### src/rtl/crossbar_sync_if.sv
// crossbar_sync_if
//   Command/status bundle of the crossbar configuration port.
//   master : drives cmd_valid/cmd_op/cmd_from/cmd_to; observes cmd_ready, cmd_err, busy
//   slave  : the crossbar itself
//   A      : width of the cmd_from / cmd_to lane indices
interface crossbar_sync_if #(
  parameter int A = 8
) ();
  logic         cmd_valid;
  logic         cmd_ready;
  logic [1:0]   cmd_op;
  logic [A-1:0] cmd_from;
  logic [A-1:0] cmd_to;
  logic         cmd_err;
  logic         busy;

  modport master (
    output cmd_valid, cmd_op, cmd_from, cmd_to,
    input  cmd_ready, cmd_err, busy
  );

  modport slave (
    input  cmd_valid, cmd_op, cmd_from, cmd_to,
    output cmd_ready, cmd_err, busy
  );
endinterface

### src/rtl/crossbar_sync.sv
// crossbar_sync
//   Synchronous IN x OUT crossbar of DW-bit lanes. Each output column holds
//   an IN-bit connection mask; an output lane is the registered OR of every
//   input lane enabled in its mask. Masks are edited through a valid/ready
//   command port (CONNECT, DISCONNECT, CLEAR_COL, CLEAR_ALL sweep).
// Ports
//   clk, reset_n : clock, asynchronous active-low reset
//   in           : IN*DW input lanes, lane j = in[j*DW +: DW]
//   out          : OUT*DW registered output lanes
//   rd_to        : readback column select
//   rd_mask      : registered mask of column rd_to (zero when out of range)
//   cmd          : command/status interface (slave side)
module crossbar_sync #(
  parameter int DW  = 1,
  parameter int IN  = 8,
  parameter int OUT = 8,
  parameter int A   = 8
) (
  input  logic              clk,
  input  logic              reset_n,
  input  logic [IN*DW-1:0]  in,
  output logic [OUT*DW-1:0] out,
  input  logic [A-1:0]      rd_to,
  output logic [IN-1:0]     rd_mask,
  crossbar_sync_if.slave    cmd
);

  localparam logic [1:0] OP_CONNECT    = 2'd0;
  localparam logic [1:0] OP_DISCONNECT = 2'd1;
  localparam logic [1:0] OP_CLEAR_COL  = 2'd2;
  localparam logic [1:0] OP_CLEAR_ALL  = 2'd3;

  typedef enum logic {
    ST_IDLE  = 1'b0,
    ST_SWEEP = 1'b1
  } state_e;

  state_e                  state_q, state_d;
  logic [A-1:0]            cnt_q, cnt_d;
  logic [OUT-1:0][IN-1:0]  mask_q, mask_d;
  logic [OUT*DW-1:0]       out_q, out_d;
  logic [IN-1:0]           rd_mask_q, rd_mask_d;
  logic                    err_q, err_d;

  logic                    ready_s, busy_s, accept_s;
  logic                    to_bad_s, from_bad_s;
  logic [31:0]             to_ext_s, from_ext_s, rd_ext_s, cnt_ext_s;

  // Indices are widened to 32 bits so the range checks never wrap.
  assign to_ext_s   = 32'(cmd.cmd_to);
  assign from_ext_s = 32'(cmd.cmd_from);
  assign rd_ext_s   = 32'(rd_to);
  assign cnt_ext_s  = 32'(cnt_q);
  assign to_bad_s   = (to_ext_s >= 32'(OUT));
  assign from_bad_s = (from_ext_s >= 32'(IN));
  assign accept_s   = cmd.cmd_valid & ready_s;

  // State register: FSM, sweep counter, masks and all registered outputs.
  always_ff @(posedge clk or negedge reset_n) begin
    if (!reset_n) begin
      state_q   <= ST_IDLE;
      cnt_q     <= '0;
      mask_q    <= '0;
      out_q     <= '0;
      rd_mask_q <= '0;
      err_q     <= 1'b0;
    end else begin
      state_q   <= state_d;
      cnt_q     <= cnt_d;
      mask_q    <= mask_d;
      out_q     <= out_d;
      rd_mask_q <= rd_mask_d;
      err_q     <= err_d;
    end
  end

  // Next-state logic: command decode, mask edits and the CLEAR_ALL sweep.
  always_comb begin
    state_d = state_q;
    cnt_d   = cnt_q;
    mask_d  = mask_q;
    err_d   = 1'b0;
    case (state_q)
      ST_IDLE: begin
        if (accept_s) begin
          case (cmd.cmd_op)
            OP_CONNECT, OP_DISCONNECT: begin
              if (to_bad_s || from_bad_s) begin
                err_d = 1'b1;
              end else begin
                for (int i = 0; i < OUT; i++) begin
                  for (int j = 0; j < IN; j++) begin
                    mask_d[i][j] = ((to_ext_s == 32'(i)) && (from_ext_s == 32'(j)))
                                   ? (cmd.cmd_op == OP_CONNECT) : mask_d[i][j];
                  end
                end
              end
            end
            OP_CLEAR_COL: begin
              if (to_bad_s) begin
                err_d = 1'b1;
              end else begin
                for (int i = 0; i < OUT; i++) begin
                  mask_d[i] = (to_ext_s == 32'(i)) ? '0 : mask_d[i];
                end
              end
            end
            OP_CLEAR_ALL: begin
              state_d = ST_SWEEP;
              cnt_d   = '0;
            end
            default: begin
              state_d = ST_IDLE;
            end
          endcase
        end else begin
          state_d = ST_IDLE;
        end
      end
      ST_SWEEP: begin
        for (int i = 0; i < OUT; i++) begin
          mask_d[i] = (cnt_ext_s == 32'(i)) ? '0 : mask_d[i];
        end
        // The edge that clears the last column also ends the sweep.
        if (cnt_ext_s == 32'(OUT - 1)) begin
          state_d = ST_IDLE;
          cnt_d   = '0;
        end else begin
          cnt_d   = cnt_q + A'(1'b1);
        end
      end
      default: begin
        state_d = ST_IDLE;
        cnt_d   = '0;
      end
    endcase
  end

  // Output decode of the FSM state.
  always_comb begin
    case (state_q)
      ST_IDLE: begin
        ready_s = 1'b1;
        busy_s  = 1'b0;
      end
      ST_SWEEP: begin
        ready_s = 1'b0;
        busy_s  = 1'b1;
      end
      default: begin
        ready_s = 1'b1;
        busy_s  = 1'b0;
      end
    endcase
  end

  // Datapath: OR of connected input lanes per column, and column readback.
  always_comb begin
    out_d     = '0;
    rd_mask_d = '0;
    for (int i = 0; i < OUT; i++) begin
      for (int j = 0; j < IN; j++) begin
        out_d[i*DW +: DW] = out_d[i*DW +: DW] | (in[j*DW +: DW] & {DW{mask_q[i][j]}});
      end
      rd_mask_d = rd_mask_d | (mask_q[i] & {IN{rd_ext_s == 32'(i)}});
    end
  end

  assign out           = out_q;
  assign rd_mask       = rd_mask_q;
  assign cmd.cmd_err   = err_q;
  assign cmd.cmd_ready = ready_s;
  assign cmd.busy      = busy_s;

endmodule

### src/flat_wrapper.sv
// flat-port wrapper written by rule: the top's interface ports become plain ports
module crossbar_sync_flat 
#(
  parameter int DW  = 1,
  parameter int IN  = 8,
  parameter int OUT = 8,
  parameter int A   = 8
)
  (clk, reset_n, in, out, rd_to, rd_mask, cmd_cmd_valid, cmd_cmd_op, cmd_cmd_from, cmd_cmd_to, cmd_cmd_ready, cmd_cmd_err, cmd_busy);
  crossbar_sync_if #(.A(A)) cmd_i ();
  input  logic clk;
  input  logic reset_n;
  input  logic [IN*DW-1:0] in;
  output logic [OUT*DW-1:0] out;
  input  logic [A-1:0] rd_to;
  output logic [IN-1:0] rd_mask;
  input wire logic [$bits(cmd_i.cmd_valid)-1:0] cmd_cmd_valid;
  input wire logic [$bits(cmd_i.cmd_op)-1:0] cmd_cmd_op;
  input wire logic [$bits(cmd_i.cmd_from)-1:0] cmd_cmd_from;
  input wire logic [$bits(cmd_i.cmd_to)-1:0] cmd_cmd_to;
  output wire logic [$bits(cmd_i.cmd_ready)-1:0] cmd_cmd_ready;
  output wire logic [$bits(cmd_i.cmd_err)-1:0] cmd_cmd_err;
  output wire logic [$bits(cmd_i.busy)-1:0] cmd_busy;
  assign cmd_i.cmd_valid = cmd_cmd_valid;
  assign cmd_i.cmd_op = cmd_cmd_op;
  assign cmd_i.cmd_from = cmd_cmd_from;
  assign cmd_i.cmd_to = cmd_cmd_to;
  assign cmd_cmd_ready = cmd_i.cmd_ready;
  assign cmd_cmd_err = cmd_i.cmd_err;
  assign cmd_busy = cmd_i.busy;
  crossbar_sync #(.DW(DW), .IN(IN), .OUT(OUT), .A(A)) u_core (.clk(clk), .reset_n(reset_n), .in(in), .out(out), .rd_to(rd_to), .rd_mask(rd_mask), .cmd(cmd_i));
endmodule
### config.mk
export PLATFORM = sky130hd
export DESIGN_NAME = crossbar_sync_flat
export DESIGN_NICKNAME = d
export VERILOG_FILES = /design/src/rtl/crossbar_sync_if.sv /design/src/rtl/crossbar_sync.sv /design/src/flat_wrapper.sv
export SDC_FILE = /design/constraint.sdc
export NUM_CORES = 1
export LEC_CHECK = 0
export BUFFER_PORTS_ARGS = -buffer_cell sky130_fd_sc_hd__buf_2
export CAP_MARGIN = 20
export CORE_UTILIZATION = 40
export CTS_BUF_LIST = sky130_fd_sc_hd__clkbuf_16
export DETAILED_ROUTE_END_ITERATION = 10
export GPL_TIMING_DRIVEN = 0
export PLACE_DENSITY = 0.66
export REMOVE_ABC_BUFFERS = 1
export SETUP_SLACK_MARGIN = 0.3
export SLEW_MARGIN = 15
export SYNTH_ARGS = -nofsm -noshare
export SYNTH_HDL_FRONTEND = slang
export SYNTH_SLANG_ARGS = --single-unit
### constraint.sdc
create_clock -name clk -period 2.43 [get_ports clk]
set_clock_uncertainty 0.2 [all_clocks]
set_input_delay 0.243 -clock clk [delete_from_list [all_inputs] [get_ports clk]]
set_output_delay 0.243 -clock clk [all_outputs]
set_load 0.01 [all_outputs]
Word-level counts from Yosys, hierarchy flattened
Index checks and enable logic that the tools add are counted.

storage, ports and cells
  bits of input ports = 37
  register bits after elaboration = 90
  output and inout port bits = 19

cells by class
  order comparisons = 2
  bitwise gates (word level) = 137
  equal/unequal tests = 116
  mux-type cells = 100
  add/subtract/negate cells = 1
  reductions and logical operators = 136

operators by type and width
  kind                                                   count
  AND reduction 7 bit                                    64
  case mux 64 bit (2 select lines)                       2
  inequality test 3 x 2 -> 1 bit, second input constant  72
  two-way mux 64 bit                                     3
  two-way mux 8 bit                                      19
  == test 8 x 3 -> 1 bit, second input constant          16
  zero test 32 bit                                       4
  two-way mux 1 bit                                      71
  bitwise AND 1 bit                                      65
  bitwise AND 8 bit                                      8
  == test 8 x 2 -> 1 bit, second input constant          8
  logical AND 1 bit                                      64
  OR 1 bit                                               56
  OR 8 bit                                               7
  == test 8 x 1 -> 1 bit, second input constant          4
  inequality test 2 bit, second input constant           9
  >= comparator 8 x 4 -> 1 bit, second input constant    2
  case mux 8 bit (2 select lines)                        1
  inequality test 3 bit, second input constant           3
  adder 8 x 1 -> 8 bit, second input constant            1
  case mux 1 bit (2 select lines)                        4
  == test 2 bit, second input constant                   2
  == test 2 x 1 -> 1 bit, second input constant          1
  zero test 2 bit                                        1
  other kinds (5)                                        5

Depth between registers and ports, before layout
Gate-level depths: netlist of the first run.

  depth in word-level cells = 9
  gate-level depth with buffers = 7
  gate-level depth less buffers = 7

Worst setup path after synthesis of the first run
OpenSTA, ideal clock, no wires.

  kind = reg2reg
  from = register u_core.state_q
  to = register u_core.mask_q[40] in the netlist's numbering
  data arrival time = 1.965 ns
  setup time = 0.125 ns
  cell stages (with the launch flop) = 7
  path slack = 0.140 ns
  required time = 2.105 ns
  path through = dfrtp_1 -> clkbuf_1 -> a21oi_1 -> nor2_1 -> buf_4 -> nand3_1 -> mux2_2

between the ends
  word-level cells in the longest chain between the ends = 5
  elaborated cells on any way between the ends = 12

ends and longest elaborated chain
  what                                             line                                       RTL
  start: declaration                               crossbar_sync.sv:38                        state_e state_q, state_d;
  start signal: assignment                         crossbar_sync.sv:68                        state_q <= state_d;
  NOT 1 bit                                        crossbar_sync.sv:83, crossbar_sync.sv:141
  case mux 1 bit (2 select lines)                  crossbar_sync.sv:141                       case (state_q)
  bitwise AND 1 bit                                crossbar_sync.sv:56                        assign accept_s = cmd.cmd_valid & ready_s;
  inequality test 2 x 1 -> 1 bit (no source line)  -
  AND reduction 7 bit (no source line)             -
  end signal: assignment                           crossbar_sync.sv:70                        mask_q <= mask_d;
  end: declaration                                 crossbar_sync.sv:40                        logic [OUT-1:0][IN-1:0] mask_q, mask_d;

Several ways; a longest one is shown, not always the timed one.
A chain may end at the register's enable or synchronous reset.

Final worst setup path of the first run
  from = register u_core.cnt_q[1]
  to = register u_core.mask_q[42] in the netlist's numbering

between the ends
  word-level cells in the longest chain between the ends = 3

ends and longest elaborated chain
  what                                    line                  RTL
  start: declaration                      crossbar_sync.sv:39   logic [A-1:0] cnt_q, cnt_d;
  start signal: assignment                crossbar_sync.sv:69   cnt_q <= cnt_d;
  == test 8 x 3 -> 1 bit                  crossbar_sync.sv:122  mask_d[i] = (cnt_ext_s == 32'(i)) ? '0 : mask_d[i];
  inequality test 2 bit (no source line)  -
  AND reduction 7 bit (no source line)    -

Every way passes these cells.

==> metrics, run 1 <==
status=finished, final reports clean; Leak=0.002883 uW; final hold slack=0.02987 ns; die span in y=117.4 um; HP Class=in -> reg; Yosys Warn Count=0; Worst Path Required=2.47 ns; Pwr Density=861.0 mW/mm2; root buf cell=clkbuf_16; num ports=56; crit end category=register; Maximum Capacitance Violations=0; library cells used by synthesis=40; combinational fraction of design power=33.5%; Post-DRT Antenna Nets=0; FF+latch count, synth=90; Seq pwr share=42.4%; cells after synthesis=543; Worst VDD drop=0.0006454 V; Vias/cell=6.230; Area Overhead vs Synth=27.71%; first-pass GRT wire length=25270 um; critical-path cell list=inv_1 > ha_1 > nor2b_2 > nand4_1 > a21oi_4 > buf_12 > nand3_1 > mux2_2; leading area contributor after synthesis=dfrtp_1; initial antenna violation count=0; Worst Path Max Fanout=8; Core Rows=41; Clock transition at path regs=0.07 ns; CP bufs+invs=2; switching portion of total power=35.48%; gpl congestion=0.8733; # DRC=0; # diodes=0; number of global-route vias before repair=4734; Top delay family on crit path=simple AND/OR/NAND/NOR gates; endpoints failing hold=0; core area=0.01282 mm2; placed cells=740; Arr. time, crit path=2.34 ns; Period minus WS final=2.303 ns; layout cells sized above 1=38.70%; number of clock sinks=90; Die W=117.4 um; maximum single-stage delay on the critical path=0.45 ns; Max Buffers Root-to-Sink=2; fin. max-slew vios=0; Avg Cell Area, Syn=9.811 um2; via count=4903; endpoints failing setup=0; nets=651; initial core utilization=41.54%; NetSw=2078 uW; gr busiest metal=met2; CTS tree=done; Final Power=5858 uW; Die Footprint=0.01379 mm2; met3 usage=6.128%; CTS Buf Count=9; largest net degree at the start of global routing=51; Post-Syn Area=0.005328 mm2; dpl hpwl=10690 um; Max-Slew Margin vs Limit=52.11%; grt met1 use=29.51%; Pint=3780 uW; CP Class=reg -> reg; CP startpoint kind=register; ys async rst share=100.0%; DRT iter0 DRCs=508; largest cells by area after synthesis=dfrtp_1, mux2_2, o21ai_0; total gr overflow=0; Slowest-stage cell, CP=dfrtp_2; sequential fraction of the synthesis area=42.27%; Synth Flop Type=dfrtp_1; final std cells w/o fill=787; Post-synth EDFFs=0; Synth top area share=42.27%; Worst Max-Slew Pin Slew=0.7169 ns; RSZ-0062 raised after global routing=yes; All-Layer GR Usage=23.43%; power share of the clock group=24.1%; WL final=16890 um; Wirelength per Cell=21.46 um; H-tree levels=3; DRT Pass-1 Iters=5; final core occ=53.05%; fin crit share=94.76%; worst skew pair latency=0.35 ns; grt met2 use=37.68%; Max Clock Freq=434.3 MHz; Port Buf Inserts=55
registers in the layout, summed over array words and instances, names as in the netlist:
register	flops
u_core.mask_q	64
u_core.state_q	1
u_core.rd_mask	8
u_core.cnt_q	8
u_core.out	8
u_core.cmd.cmd_err	1
power groups by stage:
stage	sequential [uW]	clock, uW	combinational (uW)
6_report	2480	1410	1960
5_1_grt	2520	1500	2100
4_1_cts	2440	1420	1720
3_5_place_dp	2470	0	1560
3_3_place_gp	2430	0	1480
2_1_floorplan	2300	0	1050
metal layers:
metal	up-vias	wire [um]
met2	273	8055
met3	60	1466
met4	0	645
met1	2418	6719
met5	-	0
li1	2152	-
timing repair:
item | CTS | global route
endpoints found under the setup margin | 64 | 67
pin swaps | 17 | 9
hold endpoints to repair | 49 | 0
gates resized for setup | 42 | 54
setup buffers | 18 | 10
hold buffers | 1 | 0
cloned | 1 | 1
worst reg2reg max path: cells and delay by family (launching register included):
| kind | cells | cell delay [ns] |
|---|---|---|
| AO/OA/AOI/OAI | 1 | 0.29 |
| adder cells (fa/ha/maj) | 1 | 0.15 |
| buffers and inverters | 2 | 0.25 |
| flip-flops | 1 | 0.45 |
| multiplexers | 1 | 0.30 |
| AND/OR/NAND/NOR | 3 | 0.55 |
layout make-up:
type                    instances  area (um2)
clock inverters                 7       68.82
fillers                      1135        6021
flip-flops and latches         90        2260
inverters                       6       22.52
well taps                     172       215.2
multi-input cells             410        3342
clock buffers                   9       225.2
repair buffers                 93       670.6
cell usage after synthesis (9+ instances only):
cell type   n
a22oi_1    37
mux2_1     12
nand3_1    36
a21oi_1    10
clkbuf_1   33
nor2_1     28
mux2_2     58
a31oi_1     9
nand2_1    62
nor2b_1    16
nand4_1    18
o21ai_0    70
dfrtp_1    90
worst paths after layout:
| path | cells after the start | from | slack, ns | end |
|---|---|---|---|---|
| worst max-delay path | 8 | u_core.cnt_q[1]$_DFFE_PN0P_ | 0.13 | u_core.mask_q[42]$_DFFE_PN0P_ |
| worst max register to register | 8 | u_core.cnt_q[1]$_DFFE_PN0P_ | 0.13 | u_core.mask_q[42]$_DFFE_PN0P_ |
| worst min-delay path | 3 | cmd_cmd_valid | 0.03 | u_core.state_q$_DFF_PN0_ |
| max in group asynchronous | 3 | reset_n | 1.08 | u_core.cnt_q[3]$_DFFE_PN0P_ |
| worst min register to register | 1 | u_core.mask_q[12]$_DFFE_PN0P_ | 0.32 | u_core.mask_q[12]$_DFFE_PN0P_ |
| min in group asynchronous | 2 | reset_n | 0.27 | u_core.mask_q[2]$_DFFE_PN0P_ |
per-stage QoR:
step                      setup slack, ns  cell area, um2  TNS [ns]
after floorplan                    -1.400            5176    -87.90
after global placement             -3.364            5667   -211.85
after detailed placement          -0.6250            5784    -35.08
after CTS                          0.2762            6451         0
after global routing              0.06498            6804         0
final                              0.1274            6804         0
cells by family (layout without fill, tap and decap cells):
| group | Yosys count | count (layout) | share of synthesized area [%] |
|---|---|---|---|
| flip-flops | 90 | 90 | 42.27 |
| AO/OA/AOI/OAI | 140 | 140 | 16.44 |
| AND/OR/NAND/NOR | 177 | 178 | 17.10 |
| XOR/XNOR | 3 | 3 | 0.4933 |
| adder cells (fa/ha/maj) | 4 | 4 | 0.9394 |
| multiplexers | 85 | 85 | 19.49 |
| buffers and inverters | 44 | 115 | 3.264 |
cells in the final DEF (no fill, tap or decap), types with 5 or more instances in the layout:
cell / instances
mux2_2: 50
clkbuf_16: 9
nand4_1: 18
nand3_1: 25
nor2_1: 25
mux2i_1: 7
mux2_4: 13
buf_2: 54
nand3_2: 9
mux4_2: 8
a21oi_1: 5
nand2_2: 7
nand2_1: 49
nor4_4: 5
o21ai_0: 70
nor2b_1: 12
inv_1: 5
buf_12: 5
mux2_1: 7
dfrtp_1: 86
a22oi_1: 37
buf_4: 27
nand2_4: 5
No activity file was read; power rests on OpenSTA's default activity.
==> run 2: changes to the inputs <==
--- a/config.mk
+++ b/config.mk
@@ -9,8 +9,10 @@
 export CAP_MARGIN = 20
 export CORE_UTILIZATION = 40
 export CTS_BUF_LIST = sky130_fd_sc_hd__clkbuf_16
+export CTS_CLUSTER_SIZE = 25
 export DETAILED_ROUTE_END_ITERATION = 10
 export GPL_TIMING_DRIVEN = 0
+export HOLD_SLACK_MARGIN = 0.08
 export PLACE_DENSITY = 0.66
 export REMOVE_ABC_BUFFERS = 1
 export SETUP_SLACK_MARGIN = 0.3
==> run 2 against run 1 <==
Net effect: power grew 0.17%; sequential cell count is the same; via count grew 0.12%; wire length grew 0.15%; final area grew 0.59%; core utilization grew 0.31 points; setup slack lost 0.0080 ns; maximum frequency shrank 0.35%; first-iteration DRC count grew 6.3%; global-route usage grew 0.11 points; largest cell class unchanged.
==> metrics, run 2 (synthesis results as in run 1) <==
Worst Path Required=2.46 ns; # diodes=0; placed cells=740; # DRC=0; initial antenna violation count=0; HP Class=in -> reg; Wirelength per Cell=21.38 um; Vias/cell=6.206; metal2 WL=8183 um; CTS tree=done; CP startpoint kind=register; max reg flops=64; R2R Setup Slk=0.12 ns; most common cell after layout, fill and taps aside=dfrtp_1; number of clock sinks=90; endpoints failing setup=0; Leak=0.002898 uW; number of global-route vias before repair=4756; die span in y=117.4 um; H-tree levels=3; Pwr Density=857.4 mW/mm2; WHS Path Cells=3; design area=0.006844 mm2; status=finished, final reports clean; NetSw=2084 uW; Core Rows=41; crit end category=register; WL final=16910 um; core area=0.01282 mm2; root buf cell=clkbuf_16; Clock transition at path regs=0.07 ns; fill cell count=1131; fin. max-slew vios=0; Worst VDD drop=0.0006536 V; Die Footprint=0.01379 mm2; Post-DRT Antenna Nets=0; power share of the clock group=24.1%; largest net degree at the start of global routing=51; register name with the most flops=u_core.mask_q; RSZ-0062 raised after global routing=yes; nets=655; combinational fraction of design power=33.6%; commonest non-fill, non-tap cells in the layout=dfrtp_1, o21ai_0, buf_2, mux2_2, nand2_1; Placed Instance Area=0.005784 mm2; final hold slack=0.1088 ns; Max Clock Freq=432.8 MHz; Die W=117.4 um; RR Startpoint=u_core.cnt_q[1]$_DFFE_PN0P_; CP Class=reg -> reg; worst skew pair latency=0.35 ns; DRT Pass-1 Iters=6; first-pass GRT wire length=25380 um; layout cells sized above 1=38.45%; Max-Slew Margin vs Limit=51.86%; worst hold start=in[6]; Maximum Capacitance Violations=0; Seq pwr share=42.3%; num ports=56; Worst Max-Slew Pin Slew=0.7206 ns; Reg2Reg Depth=8; worst reg2reg path endpoint=u_core.mask_q[47]$_DFFE_PN0P_; All-Layer GR Usage=23.53%; via count=4909; CTS Buf Count=9; Port Buf Inserts=55; DRT iter0 DRCs=540; Max Buffers Root-to-Sink=2; Period minus WS final=2.311 ns; initial core utilization=41.54%; gpl congestion=0.8733; Max Used Layer=met4; Pint=3785 uW; dpl hpwl=10690 um; endpoints failing hold=0; Worst Path Max Fanout=8; Arr. time, crit path=2.34 ns; fin crit share=95.09%; final std cells w/o fill=791; switching portion of total power=35.50%; Met1 Wirelength=6661 um; Hold Path End=u_core.out[5]$_DFF_PN0_; Area Overhead vs Synth=28.46%; total gr overflow=0; DR WL met3=1490 um
[run 2: cell types whose count changed in the layout (fill, tap and decap cells not counted), sizes merged]
cell,delta
dlygate4sd3,+4
[run 2: stage by stage]
| step | setup TNS, ns | setup WS [ns] | utilization [%] | total power, uW |
|---|---|---|---|---|
| after floorplan | -87.90 | -1.400 | - | 3355 |
| after global placement | -211.85 | -3.364 | 44.19 | 3912 |
| after detailed placement | -35.08 | -0.6250 | 45.10 | 4025 |
| after CTS | 0 | 0.2762 | 50.61 | 5584 |
| after global routing | 0 | 0.06415 | 53.37 | 6130 |
| final | 0 | 0.1194 | 53.37 | 5868 |
[run 2: area by class of cell]
class                   instances  area [um2]  area share (%)
repair buffers                 97       710.7           10.38
multi-input cells             410        3342           48.83
clock inverters                 7       68.82           1.005
clock buffers                   9       225.2           3.291
inverters                       6       22.52          0.3291
well taps                     172       215.2           3.144
flip-flops and latches         90        2260           33.02
[run 2: layer usage]
| layer | global-route usage [%] | vias up |
|---|---|---|
| met1 | 29.70 | 2405 |
| li1 | - | 2168 |
| met3 | 6.128 | 58 |
| met5 | 0 | - |
| met4 | 10.39 | 0 |
| met2 | 37.83 | 278 |
[run 2: critical path, stage by stage, from the launching register on]
cell     delay [ns]
dfrtp_2        0.45
inv_1          0.09
ha_1           0.15
nor2b_2        0.21
nand4_1        0.25
a21oi_4        0.29
buf_12         0.16
nand3_1        0.09
mux2_2         0.30
[run 2: repair_timing]
action	CTS	global route
hold buffers	5	0
gates cloned	1	1
setup endpoints to repair	64	67
buffers inserted	18	10
pin swaps	17	9
hold endpoints to repair	52	0
gates resized for setup	42	54
[run 2: worst max-delay path by stage]
stage	start	end	slack, ns
after detailed placement	cmd_cmd_to[6]	u_core.mask_q[12]$_DFFE_PN0P_	-0.62
after floorplan	u_core.state_q$_DFF_PN0_	u_core.mask_q[14]$_DFFE_PN0P_	-1.40
final	u_core.cnt_q[1]$_DFFE_PN0P_	u_core.mask_q[47]$_DFFE_PN0P_	0.12
after global placement	u_core.state_q$_DFF_PN0_	u_core.mask_q[50]$_DFFE_PN0P_	-3.36
after CTS	u_core.state_q$_DFF_PN0_	u_core.mask_q[43]$_DFFE_PN0P_	0.28
after global routing	u_core.cnt_q[7]$_DFFE_PN0P_	u_core.mask_q[43]$_DFFE_PN0P_	0.06
[run 2: power groups by stage]
| stage | sequential [uW] | combinational (uW) | clock (uW) |
|---|---|---|---|
| after floorplan | 2300 | 1050 | 0 |
| after global routing | 2520 | 2110 | 1500 |
| after global placement | 2430 | 1480 | 0 |
| after CTS | 2440 | 1720 | 1420 |
| after detailed placement | 2470 | 1560 | 0 |
| final | 2490 | 1970 | 1410 |
==> run 3: changes to the inputs <==
--- a/config.mk
+++ b/config.mk
@@ -5,6 +5,7 @@
 export SDC_FILE = /design/constraint.sdc
 export NUM_CORES = 1
 export LEC_CHECK = 0
+export ABC_AREA = 1
 export BUFFER_PORTS_ARGS = -buffer_cell sky130_fd_sc_hd__buf_2
 export CAP_MARGIN = 20
 export CORE_UTILIZATION = 40
@@ -13,7 +14,7 @@
 export DETAILED_ROUTE_END_ITERATION = 10
 export GPL_TIMING_DRIVEN = 0
 export HOLD_SLACK_MARGIN = 0.08
-export PLACE_DENSITY = 0.66
+export PLACE_DENSITY = 0.65
 export REMOVE_ABC_BUFFERS = 1
 export SETUP_SLACK_MARGIN = 0.3
 export SLEW_MARGIN = 15
==> run 3 against run 2 <==
Net effect: final cell count rose by 39%; critical path depth did not move; combinational power fell by 66%; register-to-register slack improved by 0.27 ns; wire length rose by 9.4%; synthesized area rose by 13%; critical path type unchanged; largest cell class unchanged; largest power group unchanged; highest routed layer unchanged.
==> metrics, run 3 <==
Slowest-stage cell, CP=dfrtp_2; final core occ=47.42%; CP startpoint kind=register; Synth Flop Type=dfrtp_1; All-Layer GR Usage=24.17%; largest cells by area after synthesis=dfrtp_1, nand2_1, nand3_1; Post-Syn Area=0.006006 mm2; critical-path cell list=nor2_4 > buf_12 > clkinvlp_4 > nor2_4 > buf_16 > buf_16 > nand4_1 > nand2_1; max reg flops=64; endpoints failing setup=0; sequential fraction of the synthesis area=37.50%; layout cells sized above 1=15.03%; DRT iter0 DRCs=790; Pint=2578 uW; CTS tree=done; fin. max-slew vios=0; Seq pwr share=44.7%; multi-input logic area=0.003417 mm2; Yosys Warn Count=0; dpl hpwl=12880 um; Die W=124.5 um; DRT Pass-1 Iters=5; Worst Max-Slew Pin Slew=0.9238 ns; worst slack at placement=-0.4484 ns; nets=955; total gr overflow=0; status=finished, final reports clean; die span in y=124.5 um; initial core utilization=41.17%; HP Class=in -> reg; Max Buffers Root-to-Sink=2; FF+latch count, synth=90; most common cell after layout, fill and taps aside=nand2_1; final std cells w/o fill=1102; Worst VDD drop=0.0004498 V; H-tree levels=3; Maximum Capacitance Violations=0; Avg Cell Area, Syn=6.919 um2; register name with the most flops=u_core.mask_q; gpl congestion=0.9108; RSZ-0062 raised after global routing=yes; maximum single-stage delay on the critical path=0.43 ns; Core Rows=44; WL final=18510 um; number of clock sinks=90; leading area contributor after synthesis=dfrtp_1; fin crit share=84.06%; library cells used by synthesis=37; Max Clock Freq=489.5 MHz; core area=0.01459 mm2; Post-synth EDFFs=0; largest net degree at the start of global routing=57; # diodes=0; number of global-route vias before repair=5412; Die Footprint=0.01551 mm2; Wirelength per Cell=16.79 um; Port Buf Inserts=55; worst skew pair latency=0.35 ns; commonest cells in the netlist=nand2_1, nand3_1, dfrtp_1; CTS Buf Count=9; CP Class=reg -> reg; Leak=0.003343 uW; ys async rst share=100.0%; final critical-path setup slack=0.3873 ns; cells after synthesis=868; power share of the clock group=37.2%; Pwr Density=536.0 mW/mm2; Arr. time, crit path=2.13 ns; root buf cell=clkbuf_16; fill cell count=1466; Vias/cell=5.625; num ports=56; endpoints failing hold=0; register area=0.002253 mm2; crit end category=register; Synth top area share=37.50%; Worst Path Max Fanout=25; Post-DRT Antenna Nets=0; Period minus WS final=2.043 ns; placed cells=1071; Max-Slew Margin vs Limit=38.08%; NetSw=1130 uW; first-pass GRT wire length=29260 um; via count=6199; combinational fraction of design power=18.0%; Clock transition at path regs=0.06 ns; Worst Path Required=2.52 ns; most frequent cell after synthesis=nand2_1; switching portion of total power=30.48%; Area Overhead vs Synth=15.19%; # DRC=0; initial antenna violation count=0; commonest non-fill, non-tap cells in the layout=nand2_1, nand3_1, dfrtp_1, o21ai_0, buf_2
[run 3: cell types whose count changed in the layout (fill, tap and decap cells not counted), sizes merged, moves of 8 or more]
cell,previous run,this run
nand4,18,36
mux2,70,0
buf,92,70
nor2,29,77
o21ai,70,60
inv,7,45
nand3,36,157
nor2b,16,0
mux4,8,0
nand2,62,316
a22oi,37,0
[run 3: power groups by stage]
stage                     combinational [uW]  clock, uW  sequential (uW)
after floorplan                          403          0             1670
after global placement                   589          0             1690
after detailed placement                 617          0             1690
after CTS                                640       1410             1660
after global routing                     756       1470             1670
final                                    669       1380             1660
[run 3: timing repair]
action / in CTS / in global routing
buffers inserted: 4 / 5
resized for setup: 3 / 7
pin swaps: 2 / 5
endpoints found under the hold margin: 93 / 0
hold buffers: 3 / 0
endpoints found under the setup margin: 64 / 35
gates cloned: 2 / 2
[run 3: cells by family (layout without fill, tap and decap cells)]
group           after synthesis  after routing  synth area share, %
fa+ha+maj                     4              4               0.8334
compound gates               89             89                8.729
buf+inv                      87            134                6.854
xor+xnor                      2              2               0.2917
flops                        90             90                37.50
simple gates                596            599                45.79
[run 3: path summary, 6_finish.rpt]
check / from / to / slack, ns / depth (start not counted)
worst max-delay path: u_core.state_q$_DFF_PN0_ / u_core.mask_q[11]$_DFFE_PN0P_ / 0.39 / 8
worst min-delay path: in[0] / u_core.out[5]$_DFF_PN0_ / 0.11 / 3
worst max register to register: u_core.state_q$_DFF_PN0_ / u_core.mask_q[11]$_DFFE_PN0P_ / 0.39 / 8
worst min register to register: u_core.mask_q[25]$_DFFE_PN0P_ / u_core.mask_q[25]$_DFFE_PN0P_ / 0.30 / 2
max in group asynchronous: reset_n / u_core.state_q$_DFF_PN0_ / 1.20 / 3
min in group asynchronous: reset_n / u_core.mask_q[36]$_DFFE_PN0P_ / 0.19 / 2
[run 3: final cells by class]
cell class	count	area share, %
Multi-Input combinational cell	694	49.39
Sequential cell	90	32.57
Timing Repair Buffer	74	8.030
Tap cell	184	3.328
Clock buffer	9	3.256
Inverter	45	2.568
Clock inverter	6	0.8501
[run 3: per-stage QoR]
step | hold slack, ns | total power (uW) | setup TNS [ns] | area, um2
global route | 0.1098 | 3897 | 0 | 6918
CTS | 0.08367 | 3709 | 0 | 6794
global placement | 0.2806 | 2277 | -195.41 | 6274
detailed placement | 0.02875 | 2306 | -17.52 | 6426
finish | 0.1057 | 3708 | 0 | 6918
floorplan | -0.2526 | 2075 | -82.91 | 5768
[run 3: critical path, delay by kind of cell, from the launching register on]
family,cells,cell delay (ns)
AND/OR/NAND/NOR,4,0.60
buffers and inverters,4,0.74
flip-flops,1,0.43
[run 3: metal layers]
layer | global-route usage (%) | part of all wire (%)
met1 | 33.44 | 44
met2 | 36.82 | 45
met3 | 5.026 | 7.8
met4 | 9.426 | 2.7
met5 | 0 | 0
